File: config.mk
export PLATFORM = sky130hd
export DESIGN_NAME = b13_rx
export DESIGN_NICKNAME = d
export VERILOG_FILES = /design/src/rtl/b13_rx.sv
export SDC_FILE = /design/constraint.sdc
export NUM_CORES = 1
export LEC_CHECK = 0
export BUFFER_PORTS_ARGS = -buffer_cell sky130_fd_sc_hd__buf_4
export CAP_MARGIN = 30
export CORE_MARGIN = 2
export CORE_UTILIZATION = 45
export CTS_BUF_LIST = sky130_fd_sc_hd__clkbuf_4 sky130_fd_sc_hd__clkbuf_8 sky130_fd_sc_hd__clkbuf_16
export CTS_CLUSTER_SIZE = 10
export DETAILED_ROUTE_END_ITERATION = 8
export GPL_ROUTABILITY_DRIVEN = 0
export PLACE_DENSITY = 0.74
export SKIP_LAST_GASP = 1
export SYNTH_ARGS = -nofsm -noshare
export SYNTH_HDL_FRONTEND = slang
export SYNTH_SLANG_ARGS = --single-unit
File: constraint.sdc
create_clock -name clock -period 4.01 [get_ports clock]
set_input_delay 0.2005 -clock clock [delete_from_list [all_inputs] [get_ports clock]]
set_output_delay 0.2005 -clock clock [all_outputs]
set_load 0.1 [all_outputs]
File: src/rtl/b13_rx.sv
// b13_rx: strobe-based serial receiver. A low sample in IDLE starts a frame. Eight data
// strobes follow, BIT_PERIOD clocks apart, and are shifted in MSB first. A final stop
// strobe completes the frame and the received byte is held until the consumer acks it.
// Optional feature macro: B13_RX_DSR_EN (registered ready-to-receive on dsr);
// otherwise dsr is tied high.
//
// Ports:
//   clock       - single clock, rising edge
//   reset       - synchronous, active-high
//   serial_in   - line input, idle high, one-clock strobes
//   rd_ack      - consumer acknowledge, clears rx_valid
//   rx_data     - last correctly framed byte
//   rx_valid    - rx_data holds an unacknowledged byte
//   frame_error - one-clock pulse when the stop strobe is low
//   overrun     - one-clock pulse when a byte lands on an unacked byte
//   busy        - frame in progress
//   dsr         - ready-to-receive indication
module b13_rx #(
  parameter int unsigned BIT_PERIOD = 106
) (
  input  logic       clock,
  input  logic       reset,
  input  logic       serial_in,
  input  logic       rd_ack,
  output logic [7:0] rx_data,
  output logic       rx_valid,
  output logic       frame_error,
  output logic       overrun,
  output logic       busy,
  output logic       dsr
);

  localparam logic [6:0] LastCnt = 7'(BIT_PERIOD - 1);

  typedef enum logic [1:0] {StIdle, StData, StStop} state_e;

  state_e     state_q, state_d;
  logic [6:0] period_q, period_d;
  logic [2:0] bit_q, bit_d;
  logic [7:0] shift_q, shift_d;
  logic [7:0] data_q, data_d;
  logic       valid_q, valid_d;
  logic       ferr_q, ferr_d;
  logic       ovr_q, ovr_d;
  logic       busy_q, busy_d;
  logic       strobe;

  assign strobe = (period_q == LastCnt);

  always_comb begin
    state_d  = state_q;
    period_d = period_q;
    bit_d    = bit_q;
    shift_d  = shift_q;
    data_d   = data_q;
    valid_d  = valid_q;
    ferr_d   = 1'b0;
    ovr_d    = 1'b0;
    busy_d   = busy_q;

    if (rd_ack && valid_q) valid_d = 1'b0;

    unique case (state_q)
      StIdle: begin
        if (!serial_in) begin
          state_d  = StData;
          period_d = '0;
          bit_d    = '0;
          busy_d   = 1'b1;
        end
      end
      StData: begin
        if (strobe) begin
          period_d = '0;
          shift_d  = {shift_q[6:0], serial_in};
          bit_d    = bit_q + 3'd1;  // wraps 7->0 as we enter STOP
          if (bit_q == 3'd7) state_d = StStop;
        end else begin
          period_d = period_q + 7'd1;
        end
      end
      StStop: begin
        if (strobe) begin
          period_d = '0;
          state_d  = StIdle;
          busy_d   = 1'b0;
          if (serial_in) begin
            data_d  = shift_q;
            valid_d = 1'b1;
            // An ack on this same edge frees the slot, so it is not an overrun.
            ovr_d   = valid_q && !rd_ack;
          end else begin
            ferr_d = 1'b1;
          end
        end else begin
          period_d = period_q + 7'd1;
        end
      end
      default: state_d = StIdle;
    endcase
  end

  always_ff @(posedge clock) begin
    if (reset) begin
      state_q  <= StIdle;
      period_q <= '0;
      bit_q    <= '0;
      shift_q  <= '0;
      data_q   <= '0;
      valid_q  <= 1'b0;
      ferr_q   <= 1'b0;
      ovr_q    <= 1'b0;
      busy_q   <= 1'b0;
    end else begin
      state_q  <= state_d;
      period_q <= period_d;
      bit_q    <= bit_d;
      shift_q  <= shift_d;
      data_q   <= data_d;
      valid_q  <= valid_d;
      ferr_q   <= ferr_d;
      ovr_q    <= ovr_d;
      busy_q   <= busy_d;
    end
  end

  assign rx_data     = data_q;
  assign rx_valid    = valid_q;
  assign frame_error = ferr_q;
  assign overrun     = ovr_q;
  assign busy        = busy_q;

`ifdef B13_RX_DSR_EN
  logic dsr_q, dsr_d;

  // Built from next-state values so an ack or a return to IDLE shows on the same edge.
  always_comb begin
    dsr_d = (state_d == StIdle) && !valid_d;
  end

  always_ff @(posedge clock) begin
    if (reset) dsr_q <= 1'b1;
    else       dsr_q <= dsr_d;
  end

  assign dsr = dsr_q;
`else
  assign dsr = 1'b1;
`endif

endmodule

==> impl_metrics.py, run 1 <==
metrics = {
    "clock_network": {
        "cts_setup_buffers": 0,
        "clock_path_buffers": 2,
        "cts_hold_buf": 0,
        "numClockSinks": 32,
        "ctsResizeCount": 0,
        "path_clk_slew_ns": 0.10,
        "htree_num_levels": 2,
        "cts_buffers": 5,
        "clock_latency_ns": 0.34,
        "ctsRootBufferMaster": "clkbuf_4",
        "cts_tree": "done",
    },
    "synthesis": {
        "seq_area_frac_synth": 0.413,
        "synthCells": 184,
        "ys.flop_type": "dfxtp_1",
        "yosys-top-cells-area": "dfxtp_1 (41%), ha_1 (6.5%), mux2i_1 (5.8%)",
        "netlist.area_leader.share": 0.413,
        "async_flop_share": 0,
        "avgSynthCellArea_um2": 8.43,
        "yosysUniqueCellTypes": 41,
        "synth_edf_count": 0,
        "ys_seq_elements": 32,
        "yosysWarnings": 0,
        "synth_nets": 196,
        "netlist_area_um2": 1550,
        "yosysTopAreaCell": "dfxtp_1",
    },
    "worst_setup_path": {
        "start_kind": "flip-flop",
        "path_class": "reg2reg",
        "cp_max_fo": 12,
        "endpoint_kind": "flip-flop",
        "cp.arrival_ns": 2.38,
        "reg2regPathDepth": 5,
        "cp.required_ns": 4.23,
    },
    "hold_path": {
        "hp-class": "in2reg",
        "whs_path_depth": 2,
    },
    "power": {
        "power_density_nw_per_um2": 430,
        "p_leak_nw": 0.677,
        "finalPower_mw": 0.751,
        "ir_drop_mv": 0.161,
    },
    "detailed_routing": {
        "post_drt_via_cell_ratio": 5.34,
        "wire_per_inst_um": 13.1,
        "wl_um": 3170,
        "antenna_left": 0,
        "drc": 0,
        "vias": 1293,
        "dr.first_iter.drc_count": 72,
        "dr.pass1.iters": 4,
    },
    "layout": {
        "multi_input_comb_area_um2": 833,
        "antenna_cells": 0,
        "nFillCells": 316,
        "stdcell_area_um2": 1750,
        "fin_nets": 207,
        "seqCellArea_um2": 641,
        "drive_above_1_share": 0.128,
        "fin_util": 0.528,
        "area_growth_pct": 12.6,
    },
    "sta": {
        "worst_pin_slew_ns": 0.734,
        "post-route-period-util": 0.538,
        "hold_viol": 0,
        "slew_headroom": 0.510,
        "fin_crit_ns": 2.16,
        "skew_ns": 0.00722,
        "setup_viol": 0,
        "final-max-slew-violation-count": 0,
        "worst_slack_ns": 1.85,
        "timing.fmax_mhz": 464,
        "rsz0062_at_grt": "no",
        "fin_setup_tns_ns": 0,
    },
    "die": {
        "floorplan.initialDensity": 0.469,
        "die_width_um": 62.7,
        "die_height_um": 62.7,
        "design.core.area_um2": 3310,
        "ios": 17,
        "rows": 21,
        "die_area_um2": 3930,
    },
    "global_routing": {
        "overflow": 0,
        "grt_usage": 0.181,
        "grt_pass1_vias": 1259,
        "antenna_found_initial": 0,
        "grt_pass1_wl_um": 5700,
        "grt_max_degree": 31,
    },
    "place": {
        "place_area_um2": 1670,
        "dp_hpwl_um": 2070,
        "port_buffers": 15,
        "dp_worst_setup_slack_ns": 1.95,
    },
    "run_status": {
        "status": "finished clean",
    },
    "job": {
        "cap_viol_max_count": 0,
    },
}
==> cells in the final DEF (no fill, tap or decap), types with 2 or more instances in the layout <==
cell / count
inv_1: 6
nor4_1: 2
a21oi_1: 16
and3_1: 2
a21boi_1: 2
or3_1: 2
a31oi_1: 6
buf_4: 15
o21ai_1: 5
o211ai_1: 2
o21ai_0: 4
nand4_1: 5
nand2b_1: 4
nor2b_1: 2
clkbuf_4: 6
mux2i_1: 9
ha_1: 8
dfxtp_1: 32
nand2_1: 23
nand3_1: 7
nor2_1: 17
nor4b_1: 2
==> state kept, by name, indices dropped and copies added, names as in the netlist <==
signal	cells
rx_data	8
shift_q	8
period_q	7
bit_q	3
state_q	2
busy	1
frame_error	1
overrun	1
rx_valid	1
==> synth_stat cells, types with 2 or more instances <==
library cell	number
dfxtp_1	32
nand2_1	23
nor2_1	17
a21oi_1	16
mux2i_1	9
ha_1	8
clkbuf_1	7
nand3_1	7
a31oi_1	6
inv_1	6
nand4_1	5
o21ai_1	5
nand2b_1	4
o21ai_0	4
a21boi_1	2
and3_1	2
buf_2	2
nor2b_1	2
nor4_1	2
nor4b_1	2
o211ai_1	2
or3_1	2
==> per-stage QoR <==
step	hold slack, ns	std cells
after detailed placement	0.448	234
after CTS	0.0980	242
after global routing	0.110	242
after floorplan	0.394	184
after global placement	0.445	234
final	0.106	242
==> critical path: stages (launching register included) <==
cell and delay, ns:
dfxtp_1 0.43, ha_1 0.21, nor2b_1 0.61, nand4_1 0.51
nand2_1 0.20, a21oi_1 0.08
==> report_power, final <==
group / internal, mW / total (mW) / switching (mW)
logic: 0.0528 / 0.166 / 0.113
clock network: 0.137 / 0.252 / 0.115
registers: 0.326 / 0.334 / 0.00763
total: 0.516 / 0.751 / 0.235
==> cells by family (layout without fill, tap and decap cells) <==
| kind of cell | Yosys count | in the layout | synth area share |
|---|---|---|---|
| simple gates | 75 | 75 | 0.249 |
| other cells | 1 | 1 | 0.00242 |
| fa+ha+maj | 8 | 8 | 0.0645 |
| flops | 32 | 32 | 0.413 |
| buf+inv | 17 | 29 | 0.0500 |
| mux | 9 | 9 | 0.0581 |
| compound gates | 42 | 42 | 0.163 |
==> path summary, 6_finish.rpt <==
| kind | startpoint | end | slack [ns] |
|---|---|---|---|
| worst max-delay path | period_q[0]$_SDFFE_PP0P_ | rx_data[3]$_SDFFE_PP0P_ | 1.85 |
| worst max register to register | period_q[0]$_SDFFE_PP0P_ | rx_data[3]$_SDFFE_PP0P_ | 1.85 |
| worst min register to register | rx_data[1]$_SDFFE_PP0P_ | rx_data[1]$_SDFFE_PP0P_ | 0.46 |
| worst min-delay path | serial_in | frame_error$_SDFF_PP0_ | 0.11 |
==> layer usage <==
metal,GRT usage,up-vias,part of all wire
met3,0.0486,2,0.039
met2,0.286,25,0.47
li1,-,674,-
met4,0.0722,0,0.0088
met5,0,-,0
met1,0.234,592,0.48
==> area by class of cell <==
| type | count | share of cell area |
|---|---|---|
| Timing Repair Buffer | 15 | 0.0645 |
| Clock buffer | 6 | 0.0258 |
| Inverter | 6 | 0.0129 |
| Multi-Input combinational cell | 135 | 0.477 |
| Clock inverter | 2 | 0.0201 |
| Sequential cell | 32 | 0.367 |
| Tap cell | 46 | 0.0330 |
Note: power is estimated with default switching activity, not from simulation.
==> run 2: changes to the inputs <==
--- a/config.mk
+++ b/config.mk
@@ -5,6 +5,7 @@
 export SDC_FILE = /design/constraint.sdc
 export NUM_CORES = 1
 export LEC_CHECK = 0
+export ABC_AREA = 1
 export BUFFER_PORTS_ARGS = -buffer_cell sky130_fd_sc_hd__buf_4
 export CAP_MARGIN = 30
 export CORE_MARGIN = 2
==> constraint.sdc (replaced) <==
create_clock -name clock -period 2.24 [get_ports clock]
set_input_delay 0.112 -clock clock [delete_from_list [all_inputs] [get_ports clock]]
set_output_delay 0.112 -clock clock [all_outputs]
set_load 0.1 [all_outputs]
==> run 2 against run 1 <==
Against the previous run: final cell count rose by 1.7%; synthesized cell count unchanged; worst hold slack worse by 0.061 ns; largest power group unchanged; cell area fell by 4.7%; core utilization increased by 1.3 points; fmax rose by 30%; die area shrank 5.4%; first-iteration DRC count is 38% lower; clock skew shrank 0.0035 ns; critical endpoint is now bit_q[0]$_SDFFE_PP0P_; register-to-register slack lost 1.3 ns; area after synthesis shrank 5.8%; combinational power is 33% higher.
==> impl_metrics.py, run 2 <==
metrics = {
    "global_routing": {
        "grt_pass1_vias": 1021,
        "grt_usage": 0.157,
        "antenna_found_initial": 0,
        "overflow": 0,
        "grt_pass1_wl_um": 4280,
        "grt_max_degree": 18,
    },
    "run_status": {
        "status": "finished clean",
    },
    "detailed_routing": {
        "wire_per_inst_um": 10.0,
        "dr.pass1.iters": 4,
        "drc": 0,
        "antenna_left": 0,
        "post_drt_via_cell_ratio": 4.87,
        "dr.first_iter.drc_count": 45,
        "wl_um": 2470,
        "vias": 1198,
    },
    "synthesis": {
        "seq_area_frac_synth": 0.438,
        "synth_edf_count": 0,
        "yosysMostFrequentCell": "dfxtp_1",
        "ys_top_cells_by_count": "dfxtp_1 (32), nand2_1 (31), a21oi_1 (26), inv_1 (24), o21ai_0 (14)",
        "ys.flop_type": "dfxtp_1",
        "ys_seq_elements": 32,
        "yosysTopAreaCell": "dfxtp_1",
        "async_flop_share": 0,
        "avgSynthCellArea_um2": 7.94,
        "yosysUniqueCellTypes": 30,
        "yosys-top-cells-area": "dfxtp_1 (44%), a21oi_1 (8.9%), nand2_1 (8.0%)",
        "yosysWarnings": 0,
        "netlist_area_um2": 1460,
        "synth_nets": 196,
        "synthCells": 184,
        "netlist.area_leader.share": 0.438,
    },
    "die": {
        "die_height_um": 61.0,
        "die_area_um2": 3720,
        "floorplan.initialDensity": 0.475,
        "design.core.area_um2": 3080,
        "die_width_um": 61.0,
        "rows": 20,
        "ios": 17,
    },
    "sta": {
        "worst_hold_slack_ns": 0.0449,
        "timing.fmax_mhz": 602,
        "setup_viol": 0,
        "hold_viol": 0,
        "fin_crit_ns": 1.66,
        "fin_setup_tns_ns": 0,
        "worst_slack_ns": 0.580,
        "post-route-period-util": 0.741,
        "final-max-slew-violation-count": 0,
        "rsz0062_at_grt": "no",
        "skew_ns": 0.00374,
    },
    "place": {
        "dp_worst_setup_slack_ns": 0.581,
        "port_buffers": 15,
        "dp_hpwl_um": 1800,
    },
    "layout": {
        "area_growth_pct": 14.0,
        "layout_commonest_cell": "dfxtp_1",
        "antenna_cells": 0,
        "drive_above_1_share": 0.168,
        "final_cell_mix": "dfxtp_1 (32), nand2_1 (31), a21oi_1 (26)",
        "fin_nets": 213,
    },
    "clock_network": {
        "cts_setup_buffers": 0,
        "cts_tree": "done",
        "htree_num_levels": 2,
        "numClockSinks": 32,
        "cts_buffers": 5,
        "clock_latency_ns": 0.32,
        "ctsRootBufferMaster": "clkbuf_4",
        "path_clk_slew_ns": 0.09,
        "clock_path_buffers": 2,
    },
    "worst_setup_path": {
        "cp.required_ns": 2.50,
        "cp_num_buf_inv": 1,
        "start_kind": "flip-flop",
        "cp_cell_sequence": "inv_1, ha_1, nand4_2, nor2_2, o21ai_0, a21oi_1",
        "crit_family": "simple AND/OR/NAND/NOR gates",
        "path_class": "reg2reg",
        "critPathSlowestCell": "ha_1",
        "cp.arrival_ns": 1.92,
        "cp_max_fo": 11,
        "critPathMaxStageDelay_ns": 0.41,
        "endpoint_kind": "flip-flop",
    },
    "power": {
        "ir_drop_mv": 0.463,
        "p_leak_nw": 0.674,
        "power_density_nw_per_um2": 691,
    },
    "job": {
        "cap_viol_max_count": 0,
    },
    "hold_path": {
        "hp-class": "in2reg",
    },
}
[run 2: changes by cell type in the layout (fill, tap and decap cells not counted), moves of 3 or more]
cell,delta
a21oi_1,+10
a31oi_1,-5
inv_1,+18
mux2i_1,-9
nand2_1,+8
nand2b_1,-4
nand3_1,+6
nand4_1,-4
nor2_1,-11
nor2_2,+3
o21ai_0,+10
o21ai_1,-5
[run 2: where the power goes]
group / total (mW) / internal, mW / switching, mW
sequential: 0.594 / 0.582 / 0.0123
combinational: 0.221 / 0.0626 / 0.158
clock: 0.335 / 0.149 / 0.186
[run 2: through the flow]
stage,util,cell area [um^2],std cells,power (mW)
after detailed placement,0.518,1590,237,0.827
final,0.541,1670,246,1.15
after global placement,0.518,1590,237,0.824
after global routing,0.541,1670,246,1.22
after floorplan,-,1460,184,0.784
after CTS,0.541,1670,246,1.17
[run 2: final cells by class]
cell class	count	area, um^2
fill	304	1410
multi-input combinational	120	683
clock inverter	2	10.0
sequential	32	641
inverter	26	103
clock buffer	6	51.3
tap	44	55.1
timing repair buffer	16	123
[run 2: worst min-delay path, delay by kind of cell]
family	cells	cell delay (ns)
and+or+nand+nor	2	0.12
buffers and inverters	2	0.11
[run 2: metal layers]
metal  up-vias  part of all wire  wire length [um]  track usage
li1        638                 -                 -            -
met3         5             0.035                86       0.0576
met2        18              0.45              1110        0.253
met1       537              0.50              1230        0.188
met5         -                 0                 0            0
met4         0             0.019                46       0.0652
[run 2: cells by family (layout without fill, tap and decap cells)]
| kind of cell | after synthesis | count (layout) | synth area share |
|---|---|---|---|
| and+or+nand+nor | 62 | 62 | 0.210 |
| AOI/OAI and AO/OA | 47 | 47 | 0.175 |
| DFF | 32 | 32 | 0.438 |
| buffers and inverters | 32 | 50 | 0.0942 |
| adders and majority gates | 8 | 8 | 0.0685 |
| xor gates and xnor gates | 2 | 2 | 0.0120 |
| other | 1 | 1 | 0.00257 |
[run 2: final timing paths]
kind,startpoint,to,slack (ns),depth (start not counted)
setup / recovery,state_q[1]$_SDFFE_PP0P_,bit_q[0]$_SDFFE_PP0P_,0.58,6
hold / removal,rd_ack,overrun$_SDFF_PP0_,0.04,4
setup reg to reg,state_q[1]$_SDFFE_PP0P_,bit_q[0]$_SDFFE_PP0P_,0.58,6
hold reg to reg,rx_data[5]$_SDFFE_PP0P_,rx_data[5]$_SDFFE_PP0P_,0.45,2
[run 2: repair_timing]
| item | in CTS | in global routing |
|---|---|---|
| hold buffers | 1 | 0 |
| hold endpoints to repair | 1 | 0 |
| resized for setup | 0 | 0 |
